<file path="src/rtl/imem_port_ctrl.sv">
// Instruction-memory port controller: arbitrates fetch vs loader onto one synchronous SRAM
// port, with bounded loader starvation and fixed one-cycle response latency.
module imem_port_ctrl #(
  parameter int ADDR_W     = 13,
  parameter int STARVE_MAX = 4
) (
  input  logic              clk_i,
  input  logic              rst_ni,
  input  logic              f_req_i,
  input  logic [31:0]       f_addr_i,
  output logic              f_gnt_o,
  output logic              f_rvalid_o,
  output logic [31:0]       f_rdata_o,
  output logic              f_err_o,
  input  logic              l_req_i,
  input  logic              l_we_i,
  input  logic [31:0]       l_addr_i,
  input  logic [3:0]        l_be_i,
  input  logic [31:0]       l_wdata_i,
  input  logic              l_lock_i,
  output logic              l_gnt_o,
  output logic              l_rvalid_o,
  output logic [31:0]       l_rdata_o,
  output logic              l_err_o,
  output logic              m_en_o,
  output logic [3:0]        m_we_o,
  output logic [ADDR_W-3:0] m_addr_o,
  output logic [31:0]       m_wdata_o,
  input  logic [31:0]       m_rdata_i
);

  localparam int          SW  = $clog2(STARVE_MAX + 1);
  localparam logic [31:0] NOP = 32'h0000_0013;

  typedef enum logic [2:0] {
    OWN_NONE,
    OWN_FETCH,
    OWN_FETCH_ERR,
    OWN_LOAD_RD,
    OWN_LOAD_WR,
    OWN_LOAD_ERR
  } owner_e;

  owner_e        owner_q, owner_d;
  logic [SW-1:0] starve_q, starve_d;
  logic          f_bad, l_bad, starve_hit, l_win, f_win;

  function automatic logic in_range(input logic [31:0] a);
    return (a >> ADDR_W) == 32'd0;
  endfunction

  function automatic logic [SW-1:0] sat_inc(input logic [SW-1:0] v);
    return (v == SW'(STARVE_MAX)) ? v : v + SW'(1);
  endfunction

  always_comb begin
    f_bad      = (f_addr_i[1:0] != 2'b00) || !in_range(f_addr_i);
    l_bad      = !in_range(l_addr_i);
    starve_hit = (starve_q == SW'(STARVE_MAX));
    // Grants are held low throughout reset, independent of the requests.
    l_win      = rst_ni && l_req_i && (l_lock_i || !f_req_i || starve_hit);
    f_win      = rst_ni && f_req_i && !l_lock_i && !l_win;

    f_gnt_o   = f_win;
    l_gnt_o   = l_win;
    m_en_o    = 1'b0;
    m_we_o    = 4'b0000;
    m_addr_o  = '0;
    m_wdata_o = '0;
    owner_d   = OWN_NONE;
    starve_d  = (l_req_i && !l_win) ? sat_inc(starve_q) : '0;

    if (l_win) begin
      if (l_bad) begin
        owner_d = OWN_LOAD_ERR;
      end else begin
        owner_d   = l_we_i ? OWN_LOAD_WR : OWN_LOAD_RD;
        m_en_o    = 1'b1;
        m_we_o    = l_we_i ? l_be_i : 4'b0000;
        m_addr_o  = l_addr_i[ADDR_W-1:2];
        m_wdata_o = l_wdata_i;
      end
    end else if (f_win) begin
      if (f_bad) begin
        owner_d = OWN_FETCH_ERR;
      end else begin
        owner_d   = OWN_FETCH;
        m_en_o    = 1'b1;
        m_addr_o  = f_addr_i[ADDR_W-1:2];
        m_wdata_o = l_wdata_i;
      end
    end
  end

  // Request stage -> response stage: remember who owns the SRAM result next cycle.
  always_ff @(posedge clk_i or negedge rst_ni) begin
    if (!rst_ni) begin
      owner_q  <= OWN_NONE;
      starve_q <= '0;
    end else begin
      owner_q  <= owner_d;
      starve_q <= starve_d;
    end
  end

  always_comb begin
    f_rvalid_o = 1'b0;
    f_err_o    = 1'b0;
    f_rdata_o  = '0;
    l_rvalid_o = 1'b0;
    l_err_o    = 1'b0;
    l_rdata_o  = '0;
    case (owner_q)
      OWN_FETCH: begin
        f_rvalid_o = 1'b1;
        f_rdata_o  = m_rdata_i;
      end
      OWN_FETCH_ERR: begin
        f_rvalid_o = 1'b1;
        f_err_o    = 1'b1;
        f_rdata_o  = NOP;
      end
      OWN_LOAD_RD: begin
        l_rvalid_o = 1'b1;
        l_rdata_o  = m_rdata_i;
      end
      OWN_LOAD_WR: l_rvalid_o = 1'b1;
      OWN_LOAD_ERR: begin
        l_rvalid_o = 1'b1;
        l_err_o    = 1'b1;
      end
      default: ;
    endcase
  end

endmodule

</file>
<file path="config.mk">
export PLATFORM = sky130hd
export DESIGN_NAME = imem_port_ctrl
export DESIGN_NICKNAME = d
export VERILOG_FILES = /design/src/rtl/imem_port_ctrl.sv
export SDC_FILE = /design/constraint.sdc
export NUM_CORES = 1
export LEC_CHECK = 0
export ABC_AREA = 0
export ABC_CLOCK_PERIOD_IN_PS = 2300
export CAP_MARGIN = 15
export CORE_AREA = 3 3 99 101
export CTS_CLUSTER_DIAMETER = 50
export DETAILED_ROUTE_END_ITERATION = 16
export DIE_AREA = 0 0 102 104
export GPL_ROUTABILITY_DRIVEN = 0
export MAX_ROUTING_LAYER = met4
export SYNTH_ARGS = -nofsm -noshare
export SYNTH_HDL_FRONTEND = slang
export SYNTH_SLANG_ARGS = --single-unit
export TNS_END_PERCENT = 20
</file>
<file path="constraint.sdc">
create_clock -name clk_i -period 2.3 [get_ports clk_i]
set_clock_uncertainty 0.1 [all_clocks]
set_input_delay 0.46 -clock clk_i [delete_from_list [all_inputs] [get_ports clk_i]]
set_output_delay 0.46 -clock clk_i [all_outputs]
set_load 0.05 [all_outputs]
</file>
==> metrics.csv, run 1 <==
stage,metric,value,unit
power,P_leak,2.408,nW
setup_path,required time of the critical path,1.74,ns
clock_network,TritonCTS Buffers,3,
outcome,failing checks,negative setup slack,
setup_path,worst path cell trace,clkdlybuf4s15_1 -> nor3_2 -> nand3_2 -> o32ai_4 -> buf_6 -> buf_6 -> buf_12 -> and2_4 -> buf_12,
clock_network,CTS H-tree lvls,1,
clock_network,CTS tree,done,
synth,most frequent cell after synthesis,and2_1,
global_route,first-pass GRT wire length,14240,µm
routing,antenna-violating nets left,0,
place,detailed placement HPWL,8267,µm
routing,final wirelength,9756,µm
place,area post-placement,0.005258,mm²
global_route,vias in the first global route,2693,
floorplanning,Die H,104,µm
timing,Max-slew headroom,67.96,%
place,Port Buffers,253,
power,VDD IR-drop max,116.7,µV
layout,n_diodes,0,
timing,PnR worst setup slack,-0.2393,ns
setup_path,Crit. End Element,primary output,
clock_network,Clock Sinks,6,
synth,largest area contributor in the netlist,and2_1,
setup_path,end of the worst register-to-register path,owner_q[1],
clock_network,clk buf depth,2,
synth,Synth area leaders,"and2_1, dfrtp_1, a22o_1, nor4_1, buf_6",
setup_path,Worst R2R Setup Slack,0.53,ns
synth,Mapped Avg Cell Area,7.249,µm²
layout,Final Instance Area,0.005644,mm²
layout,Non-Filler Instances,567,
setup_path,Crit path max-delay family,buffers and inverters,
synth,post-synth cell types,31,
timing,final setup vio count,48,
setup_path,Startpoint Class,input pin,
routing,Routed WL per cell,17.21,µm
floorplanning,DIE WIDTH,102,µm
layout,Fillers,740,
setup_path,Buf/Inv on CP,5,
routing,DRC violations left,0,
synth,sequential area share after synthesis,11.26,%
timing,hold slack,0.1847,ns
synth,area of the mapped netlist,0.001334,mm²
setup_path,R2R cell count,7,
timing,Worst Tran Pin Value,0.4785,ns
outcome,status,"complete, but fails checks",
routing,vias,2428,
setup_path,worst r2r src,starve_q[0],
global_route,gr usage total,17.71,%
synth,Yosys top cell area share,46.90,%
floorplanning,Core Area,0.009109,mm²
synth,asr flop ratio synth,100.0,%
power,P per Cell Area,151.9,mW/mm²
setup_path,slowest library cell on the worst path,o32ai_4,
hold_path,Min-Delay Path Class,in2async,
global_route,initial antenna violation count,0,
synth,Commonest cells post-synth,"and2_1, a22o_1, nor4_1",
timing,Max Fclk,393.8,MHz
setup_path,Crit. path cell count,9,
floorplanning,Ports,256,
routing,initial drt markers,52,
synth,synthesized flop and latch total,6,
synth,Synth Flop Type,dfrtp_1,
routing,vias per cell,4.282,
layout,share of cells above drive strength 1,51.97,%
synth,Syn. warnings,0,
timing,final hold vios,0,
synth,Synth Net Count,324,
clock_network,"CTS clk-pin slew, worst paths",0.04,ns
timing,fin crit share,110.4,%
clock_network,root buffer cell,clkbuf_8,
floorplanning,Starting Density,14.64,%
global_route,grt ovf,0,
timing,max-slew violations,0,
layout,Final #Nets,598,
floorplanning,Die Area,0.01061,mm²
timing,RSZ-0062 raised after global routing,yes,
clock_network,Clock Latency Late Sink,0.22,ns
floorplanning,row count,35,
setup_path,Setup crit end,m_wdata_o[19],
setup_path,critical path type,in2out,
place,DP Cell Count,549,
global_route,largest net degree at the start of global routing,34,
setup_path,CP Launch Point,l_addr_i[25],
flow_run,max cap viols,0,
synth,number of synthesized flops with an enable pin,0,
synth,Synth Instances,184,
setup_path,crit path DAT,1.98,ns
layout,Area Overhead vs Synth,323.2,%
setup_path,Crit path largest cell delay,0.30,ns
timing,setup TNS,-8.548,ns
setup_path,Critical Path Fanout Max,5,
timing,crit path time final,2.539,ns
routing,drt first pass iters,4,
registers in the layout (all words and copies together), names as in the netlist:
| signal | flops |
|---|---|
| owner_q | 3 |
| starve_q | 3 |
cells by family after synthesis:
| logic type | after synthesis | synth area share, % |
|---|---|---|
| xor gates and xnor gates | 1 | 0.6568 |
| muxes | 1 | 0.7505 |
| adders and majority gates | 2 | 1.876 |
| DFF | 6 | 11.26 |
| AOI/OAI and AO/OA | 21 | 15.01 |
| buffers and inverters | 15 | 6.097 |
| and+or+nand+nor | 138 | 64.35 |
metrics by stage:
step / power, W / utilization [%] / setup WS (ns)
after floorplan: 0.0002926 / - / -0.1914
after global placement: 0.0006971 / 57.72 / -0.6588
after detailed placement: 0.0007018 / 57.72 / -0.6623
after CTS: 0.0008612 / 61.17 / -0.2774
after global routing: 0.0009048 / 61.96 / -0.3431
final: 0.0008574 / 61.96 / -0.2393
layout make-up:
cell class	instances	area (µm²)	area share (%)
repair buffers	280	3904	69.16
multi-input cells	163	1395	24.72
flip-flops and latches	6	150.1	2.660
well taps	111	138.9	2.461
inverters	4	15.01	0.2660
clock buffers	3	41.29	0.7315
worst reg2reg max path, delay by kind of cell, from the launching register on:
family / cells / cell delay, ns
flip-flops: 1 / 0.38
AND/OR/NAND/NOR: 1 / 0.15
adder cells (fa/ha/maj): 1 / 0.13
buffers and inverters: 3 / 0.38
AO/OA/AOI/OAI: 2 / 0.49
layout by cell type, fill, tap and decap left out, types with 2 or more instances in the layout:
master | synthesis | final
inv_2 | 0 | 3
nor3_1 | 4 | 2
and2_4 | 0 | 36
buf_2 | 2 | 10
a21o_1 | 4 | 4
nand2b_1 | 2 | 2
buf_6 | 3 | 14
a22o_1 | 11 | 3
nand2_1 | 6 | 5
buf_4 | 0 | 16
nor2_1 | 6 | 4
nand4_1 | 2 | 2
buf_12 | 0 | 118
clkdlybuf4s50_1 | 0 | 91
clkbuf_2 | 0 | 6
clkdlybuf4s15_1 | 0 | 11
clkbuf_8 | 0 | 3
dlygate4sd2_1 | 0 | 11
and3b_1 | 2 | 2
nor4_2 | 1 | 2
nor4_4 | 1 | 6
nand3_1 | 2 | 2
nor3b_2 | 0 | 2
a22o_4 | 0 | 8
dfrtp_1 | 6 | 6
and2_1 | 100 | 64
buf_16 | 0 | 2
routing by layer:
metal	GRT usage, %	part of all wire [%]	vias to the layer above	wire length [µm]
li1	-	-	1160	-
met1	16.44	31	1084	3073
met2	35.28	57	170	5584
met3	3.286	9.0	14	875
met4	5.342	2.3	0	222
met5	-	0	-	0
report_power, final:
| group | switching [W] | internal, W |
|---|---|---|
| logic | 0.000243 | 0.000337 |
| registers | 0.00000657 | 0.000113 |
| clock network | 0.0000446 | 0.000112 |
how the worst min path moves through the flow:
| stage | from | slack [ns] | endpoint | depth (start not counted) |
|---|---|---|---|---|
| final | rst_ni | 0.18 | starve_q[2] | 2 |
| after global routing | rst_ni | 0.21 | starve_q[2] | 2 |
| after CTS | rst_ni | 0.19 | starve_q[2] | 2 |
| after detailed placement | starve_q[1] | 0.45 | starve_q[1] | 2 |
| after global placement | starve_q[1] | 0.43 | starve_q[1] | 2 |
| after floorplan | rst_ni | 0.06 | owner_q[0] | 0 |
what timing repair did:
item | 4_1_cts | 5_1_grt
pin swaps | 38 | 32
gates resized for setup | 159 | 39
endpoints found under the setup margin | 49 | 49
setup buffers | 12 | 0
gates cloned | 3 | 2
hold buffers | 0 | 0
Power figures use the tool's default switching activity.
==> run 2, diff against run 1 <==
- CORE_AREA: 3 3 99 101 -> 2 2 98 100
- DIE_AREA: 0 0 102 104 -> 0 0 100 102
==> run 2 against run 1 <==
  * The run still ends with negative setup slack left
  * Combinational power is 3.8% higher
  * Global-route usage down 0.33 points
  * Sequential power hardly changed
  * Non-clock buffer count is 7 higher
  * Flip-flop and latch count is the same
  * Die area shrank 3.8%
  * Largest cell class unchanged
==> metrics.csv, run 2 (synthesized netlist as in run 1, its figures left out) <==
stage,metric,value,unit,change
routing,vias per cell,4.305,,+0.53%
layout,Final #Nets,605,,+1.2%
global_route,vias in the first global route,2570,,-4.6%
clock_network,clk buf depth,2,,unchanged
timing,max-slew violations,0,,unchanged
hold_path,Min-Delay Path Class,in2async,,
layout,most frequent cells in the layout,"buf_12, clkdlybuf4s50_1, and2_1",,
global_route,first-pass GRT wire length,13380,µm,-6.1%
floorplanning,Starting Density,14.64,%,unchanged
routing,final wirelength,9299,µm,-4.7%
clock_network,root buffer cell,clkbuf_8,,
setup_path,critical path type,reg2out,,
layout,n_diodes,0,,unchanged
global_route,largest net degree at the start of global routing,27,,-21%
setup_path,R2R cell count,11,,+4
outcome,status,"complete, but fails checks",,
timing,Max Fclk,391.6,MHz,-0.56%
layout,"most common cell after layout, fill and taps aside",buf_12,,
place,detailed placement HPWL,7907,µm,-4.3%
clock_network,CTS tree,done,,
setup_path,Worst R2R Setup Slack,0.49,ns,-0.04 ns
setup_path,Startpoint Class,register,,
setup_path,Buf/Inv on CP,6,,+1
layout,Area Overhead vs Synth,329.5,%,
clock_network,Hold Buf Count CTS,0,,unchanged
power,P per Cell Area,154.7,mW/mm²,+1.8%
outcome,failing checks,negative setup slack,,
clock_network,"CTS clk-pin slew, worst paths",0.04,ns,about the same
place,area post-placement,0.005288,mm²,+0.57%
setup_path,required time of the critical path,1.74,ns,about the same
clock_network,CTS H-tree lvls,1,,unchanged
place,DP Cell Count,553,,+0.73%
routing,antenna-violating nets left,0,,unchanged
routing,Routed WL per cell,16.20,µm,-5.8%
clock_network,TritonCTS Buffers,3,,unchanged
layout,Fillers,735,,-0.68%
layout,top flop regs,"owner_q: 3 flops, starve_q: 3 flops",,
timing,final setup vio count,48,,unchanged
timing,Max-slew headroom,66.07,%,-1.9 points
floorplanning,Die H,102,µm,-1.9%
routing,drt first pass iters,3,,-1
clock_network,Clock Latency Late Sink,0.23,ns,about the same
setup_path,worst path cell trace,inv_2 -> ha_4 -> buf_6 -> nand3_4 -> nand4_1 -> buf_4 -> o32ai_4 -> buf_6 -> buf_12 -> and2_4 -> buf_12,,
floorplanning,Core Area,0.009109,mm²,unchanged
clock_network,Clock Sinks,6,,unchanged
power,combinational share of power,68.0,%,+0.3 points
global_route,initial antenna violation count,0,,unchanged
routing,DRC violations left,0,,unchanged
routing,vias,2471,,+1.8%
power,Sw Ratio,34.61,%,+0.27 points
power,VDD IR-drop max,111.0,µV,-4.8%
layout,Non-Filler Instances,574,,+1.2%
routing,initial drt markers,32,,-38%
flow_run,max cap viols,0,,unchanged
timing,hold slack,0.2877,ns,+0.1030 ns
floorplanning,DIE WIDTH,100,µm,-2.0%
layout,Final Instance Area,0.005729,mm²,+1.5%
power,register share of total power,13.6,%,-0.4 points
setup_path,slowest library cell on the worst path,dfrtp_1,,
global_route,grt ovf,0,,unchanged
setup_path,Crit. End Element,primary output,,
power,Clock Power Share,18.3,%,about the same
place,Port Buffers,253,,unchanged
setup_path,Crit path max-delay family,buffers and inverters,,
floorplanning,row count,35,,unchanged
setup_path,Critical Path Fanout Max,9,,+4
power,sw power,0.0003067,W,+4.2%
power,P_leak,2.449,nW,+1.7%
timing,Worst Tran Pin Value,0.5067,ns,+0.02817 ns
timing,final hold vios,0,,unchanged
setup_path,Crit path largest cell delay,0.37,ns,+0.07 ns
setup_path,worst r2r src,starve_q[0],,
global_route,gr usage total,17.39,%,-0.33 points
timing,fin crit share,111.0,%,+0.62 points
power,Int Pwr,0.0005794,W,+2.9%
floorplanning,Die Area,0.01020,mm²,-3.8%
layout,share of cells above drive strength 1,51.62,%,-0.35 points
timing,PnR worst setup slack,-0.2536,ns,-0.01422 ns
timing,RSZ-0062 raised after global routing,yes,,
timing,crit path time final,2.554,ns,+0.01422 ns
setup_path,crit path DAT,1.99,ns,about the same
floorplanning,Ports,256,,unchanged
setup_path,end of the worst register-to-register path,owner_q[0],,
## run 2: cell types whose count changed in the layout (fill, tap and decap cells not counted), moves of 2 or more
cell | before | now
buf_4 | 16 | 22
dlygate4sd2_1 | 11 | 17
a22o_4 | 8 | 6
a22o_1 | 3 | 5
clkbuf_2 | 6 | 2
## run 2: area by class of cell
class,instances,area (µm²),area share (%)
tap,111,138.9,2.424
multi-input combinational,163,1399,24.42
inverter,4,15.01,0.2621
clock buffer,3,41.29,0.7207
sequential,6,150.1,2.621
timing repair buffer,287,3985,69.56
## run 2: through the flow
| step | setup TNS (ns) | power, W | setup WS [ns] | utilization, % |
|---|---|---|---|---|
| 4_1_cts | -10.05 | 0.0008781 | -0.2582 | 61.36 |
| 6_report | -10.79 | 0.0008861 | -0.2536 | 62.90 |
| 3_5_place_dp | -26.78 | 0.0007078 | -0.5977 | 58.05 |
| 5_1_grt | -14.32 | 0.0009241 | -0.3352 | 62.90 |
| 3_3_place_gp | -26.83 | 0.0006980 | -0.5881 | 58.05 |
| 2_1_floorplan | -3.559 | 0.0002926 | -0.1914 | - |
## run 2: power by group through the flow
stage,combinational [W],clock (W),sequential (W)
finish,0.000603,0.000162,0.000121
global route,0.000634,0.000168,0.000122
CTS,0.000593,0.000164,0.000120
detailed placement,0.000586,0,0.000122
global placement,0.000577,0,0.000121
floorplan,0.000173,0,0.000120
## run 2: how the worst max path moves through the flow
stage	end	slack [ns]	start	cells after the start
floorplan	m_wdata_o[28]	-0.19	l_addr_i[14]	5
global placement	m_addr_o[7]	-0.59	l_addr_i[15]	8
detailed placement	m_wdata_o[8]	-0.60	l_addr_i[14]	7
CTS	m_addr_o[4]	-0.26	starve_q[0]	10
global route	m_wdata_o[8]	-0.34	starve_q[0]	11
finish	m_wdata_o[8]	-0.25	starve_q[0]	11
## run 2: worst register-to-register path: cells and delay by family (launching register included)
family                     cells  cell delay [ns]
and+or+nand+nor                3             0.23
AOI/OAI and AO/OA              1             0.15
adders and majority gates      1             0.14
buffers and inverters          6             0.70
DFF                            1             0.39
## run 2: metal layers
metal  vias up  track usage, %  part of all wire, %
met4         0           6.533                  3.2
li1       1179               -                    -
met1      1116           15.15                   31
met5         -               -                    0
met3        14           4.104                  8.8
met2       162           35.65                   58
## run 2: repair_timing
item,CTS,global route
pin swaps,42,18
cloned,3,0
endpoints found under the setup margin,48,48
setup buffers,9,6
gates resized for setup,159,21
==> run 3, diff against run 2 <==
==> constraint.sdc (replaced) <==
create_clock -name clk_i -period 2.3 [get_ports clk_i]
set_clock_uncertainty 0.1 [all_clocks]
set_input_delay 0.575 -clock clk_i [delete_from_list [all_inputs] [get_ports clk_i]]
set_output_delay 0.575 -clock clk_i [all_outputs]
set_load 0.05 [all_outputs]
==> run 3 against run 2 <==
  * The run still ends with negative setup slack left
  * First-iteration DRC count is 38% lower
  * Via count shrank 1.6%
  * Power is 0.35% lower
  * Count of clock-buffer cells in the layout stayed put
  * Worst setup slack got worse by 0.16 ns
  * Cell count rose by 0.52%
  * Combinational power about the same
  * Critical path depth is 3 lower
  * Non-clock buffer count is 3 higher
  * Critical path type is now in2out
  * Critical endpoint is now m_wdata_o[3]
  * Sequential share of layout area about the same
  * Highest routed layer unchanged
  * Largest power group unchanged
  * Flip-flop and latch count unchanged
==> metrics.csv, run 3 (synthesized netlist as in run 1, its figures left out) <==
stage,metric,value,unit,change
outcome,status,"complete, but fails checks",,
outcome,failing checks,negative setup slack,,
floorplanning,row count,35,,unchanged
timing,Worst Tran Pin Value,0.3473,ns,-0.1594 ns
timing,final setup vio count,49,,+2.1%
setup_path,worst path cell trace,dlygate4sd2_1 -> nor4_4 -> nand2_2 -> o32ai_4 -> buf_12 -> buf_16 -> and2_4 -> buf_12,,
timing,max-slew violations,0,,unchanged
place,DP Cell Count,557,,+0.72%
routing,vias,2431,,-1.6%
floorplanning,Die H,102,µm,unchanged
timing,crit path time final,2.710,ns,+0.1560 ns
routing,initial drt markers,20,,-38%
layout,most frequent cells in the layout,"buf_12, clkdlybuf4s50_1, and2_1",,
routing,Routed WL per cell,15.40,µm,-5.0%
routing,DRC violations left,0,,unchanged
setup_path,Startpoint Class,input pin,,
layout,footprint of the multi-input gates,0.001339,mm²,-4.3%
timing,hold slack,0.3994,ns,+0.1117 ns
clock_network,TritonCTS Buffers,3,,unchanged
clock_network,clk buf depth,2,,unchanged
power,VDD IR-drop max,91.62,µV,-17%
clock_network,root buffer cell,clkbuf_8,,
layout,Non-Filler Instances,577,,+0.52%
global_route,vias in the first global route,2586,,+0.62%
clock_network,CTS H-tree lvls,1,,unchanged
routing,final wirelength,8883,µm,-4.5%
setup_path,Critical Path Fanout Max,16,,+7
setup_path,critical path type,in2out,,
layout,n_diodes,0,,unchanged
routing,drt first pass iters,4,,+1
timing,setup TNS,-18.20,ns,-7.416 ns
global_route,grt ovf,0,,unchanged
timing,Max-slew headroom,76.82,%,+11 points
layout,Fillers,733,,-0.27%
flow_run,max cap viols,0,,unchanged
setup_path,Crit path largest cell delay,0.31,ns,-0.06 ns
place,detailed placement HPWL,7856,µm,-0.65%
timing,RSZ-0062 raised after global routing,yes,,
clock_network,"CTS clk-pin slew, worst paths",0.04,ns,about the same
power,P_leak,2.425,nW,-1.0%
layout,share of cells above drive strength 1,51.50,%,-0.12 points
setup_path,R2R cell count,11,,unchanged
setup_path,cell mode on critical path,buf_12,,
routing,antenna-violating nets left,0,,unchanged
place,Port Buffers,253,,unchanged
clock_network,Clock Latency Late Sink,0.22,ns,about the same
global_route,first-pass GRT wire length,13020,µm,-2.7%
clock_network,Clock Sinks,6,,unchanged
timing,Max Fclk,369.1,MHz,-5.8%
setup_path,required time of the critical path,1.62,ns,-0.12 ns
layout,top flop regs,"owner_q: 3 flops, starve_q: 3 flops",,
global_route,initial antenna violation count,0,,unchanged
layout,register area,150.1,µm²,unchanged
global_route,gr usage total,16.83,%,-0.55 points
clock_network,CTS tree,done,,
timing,PnR worst setup slack,-0.4096,ns,-0.1560 ns
routing,vias per cell,4.213,,-2.1%
floorplanning,DIE WIDTH,100,µm,unchanged
global_route,largest net degree at the start of global routing,34,,+26%
layout,Final #Nets,608,,+0.50%
layout,"most common cell after layout, fill and taps aside",buf_12,,
power,P per Cell Area,154.8,mW/mm²,about the same
hold_path,Min-Delay Path Class,in2async,,
floorplanning,Die Area,0.01020,mm²,unchanged
setup_path,Crit. End Element,primary output,,
timing,final hold vios,0,,unchanged
layout,Area Overhead vs Synth,327.7,%,
floorplanning,Starting Density,14.64,%,unchanged
setup_path,slowest library cell on the worst path,o32ai_4,,
floorplanning,Ports,256,,unchanged
floorplanning,Core Area,0.009109,mm²,unchanged
timing,fin crit share,117.8,%,+6.8 points
setup_path,crit path DAT,2.03,ns,+0.04 ns
## run 3: cell types whose count changed in the layout (fill, tap and decap cells not counted), moves of 2 or more
cell | previous run | this run
nor4_1 | 1 | 3
a22o_1 | 5 | 10
dlygate4sd2_1 | 17 | 11
nor4_2 | 2 | 0
buf_12 | 119 | 123
buf_2 | 9 | 16
a22o_4 | 6 | 1
## run 3: metal layers
| metal | part of all wire (%) | GRT usage [%] |
|---|---|---|
| met1 | 32 | 15.95 |
| met2 | 57 | 34.10 |
| met3 | 8.7 | 3.078 |
| met4 | 2.1 | 5.269 |
| met5 | 0 | - |
## run 3: critical path, delay by kind of cell
kind,cells,cell delay [ns]
compound gates,1,0.31
buf+inv,4,0.66
simple gates,3,0.47
## run 3: area by class of cell
| type | count | share of cell area (%) |
|---|---|---|
| clock buffer | 3 | 0.7238 |
| inverter | 4 | 0.3071 |
| multi-input combinational | 163 | 23.47 |
| sequential | 6 | 2.632 |
| tap | 111 | 2.435 |
| timing repair buffer | 290 | 70.43 |
## run 3: metrics by stage
step | util [%] | worst slack, ns | power, W | instance area [µm²]
4_1_cts | 62.31 | -0.4466 | 0.0008876 | 5675
3_3_place_gp | 58.89 | -0.7483 | 0.0007175 | 5364
3_5_place_dp | 58.89 | -0.7714 | 0.0007272 | 5364
6_report | 62.62 | -0.4096 | 0.0008830 | 5704
5_1_grt | 62.62 | -0.5139 | 0.0009215 | 5704
2_1_floorplan | - | -0.3750 | 0.0002941 | 1398
## run 3: worst paths after layout
path,from,to,slack [ns]
worst max register to register,starve_q[0],owner_q[0],0.43
worst min-delay path,rst_ni,owner_q[0],0.40
min in group clk_i,starve_q[2],starve_q[2],0.56
worst max-delay path,l_addr_i[23],m_wdata_o[3],-0.41
max in group asynchronous,rst_ni,starve_q[1],1.59
worst min register to register,starve_q[2],starve_q[2],0.56
## run 3: what timing repair did
| action | CTS | global route |
|---|---|---|
| pin swaps | 36 | 11 |
| resized for setup | 175 | 6 |
| gates cloned | 2 | 0 |
| endpoints found under the hold margin | 0 | 0 |
| buffers inserted | 14 | 1 |
| hold buffers | 0 | 0 |
| endpoints found under the setup margin | 50 | 49 |
## run 3: power breakdown
part,internal (W),switching (W),total [W],leakage [nW]
clock network,0.000112,0.0000455,0.000158,0.0216
registers,0.000113,0.00000821,0.000121,0.0798
logic,0.000358,0.000246,0.000604,2.32
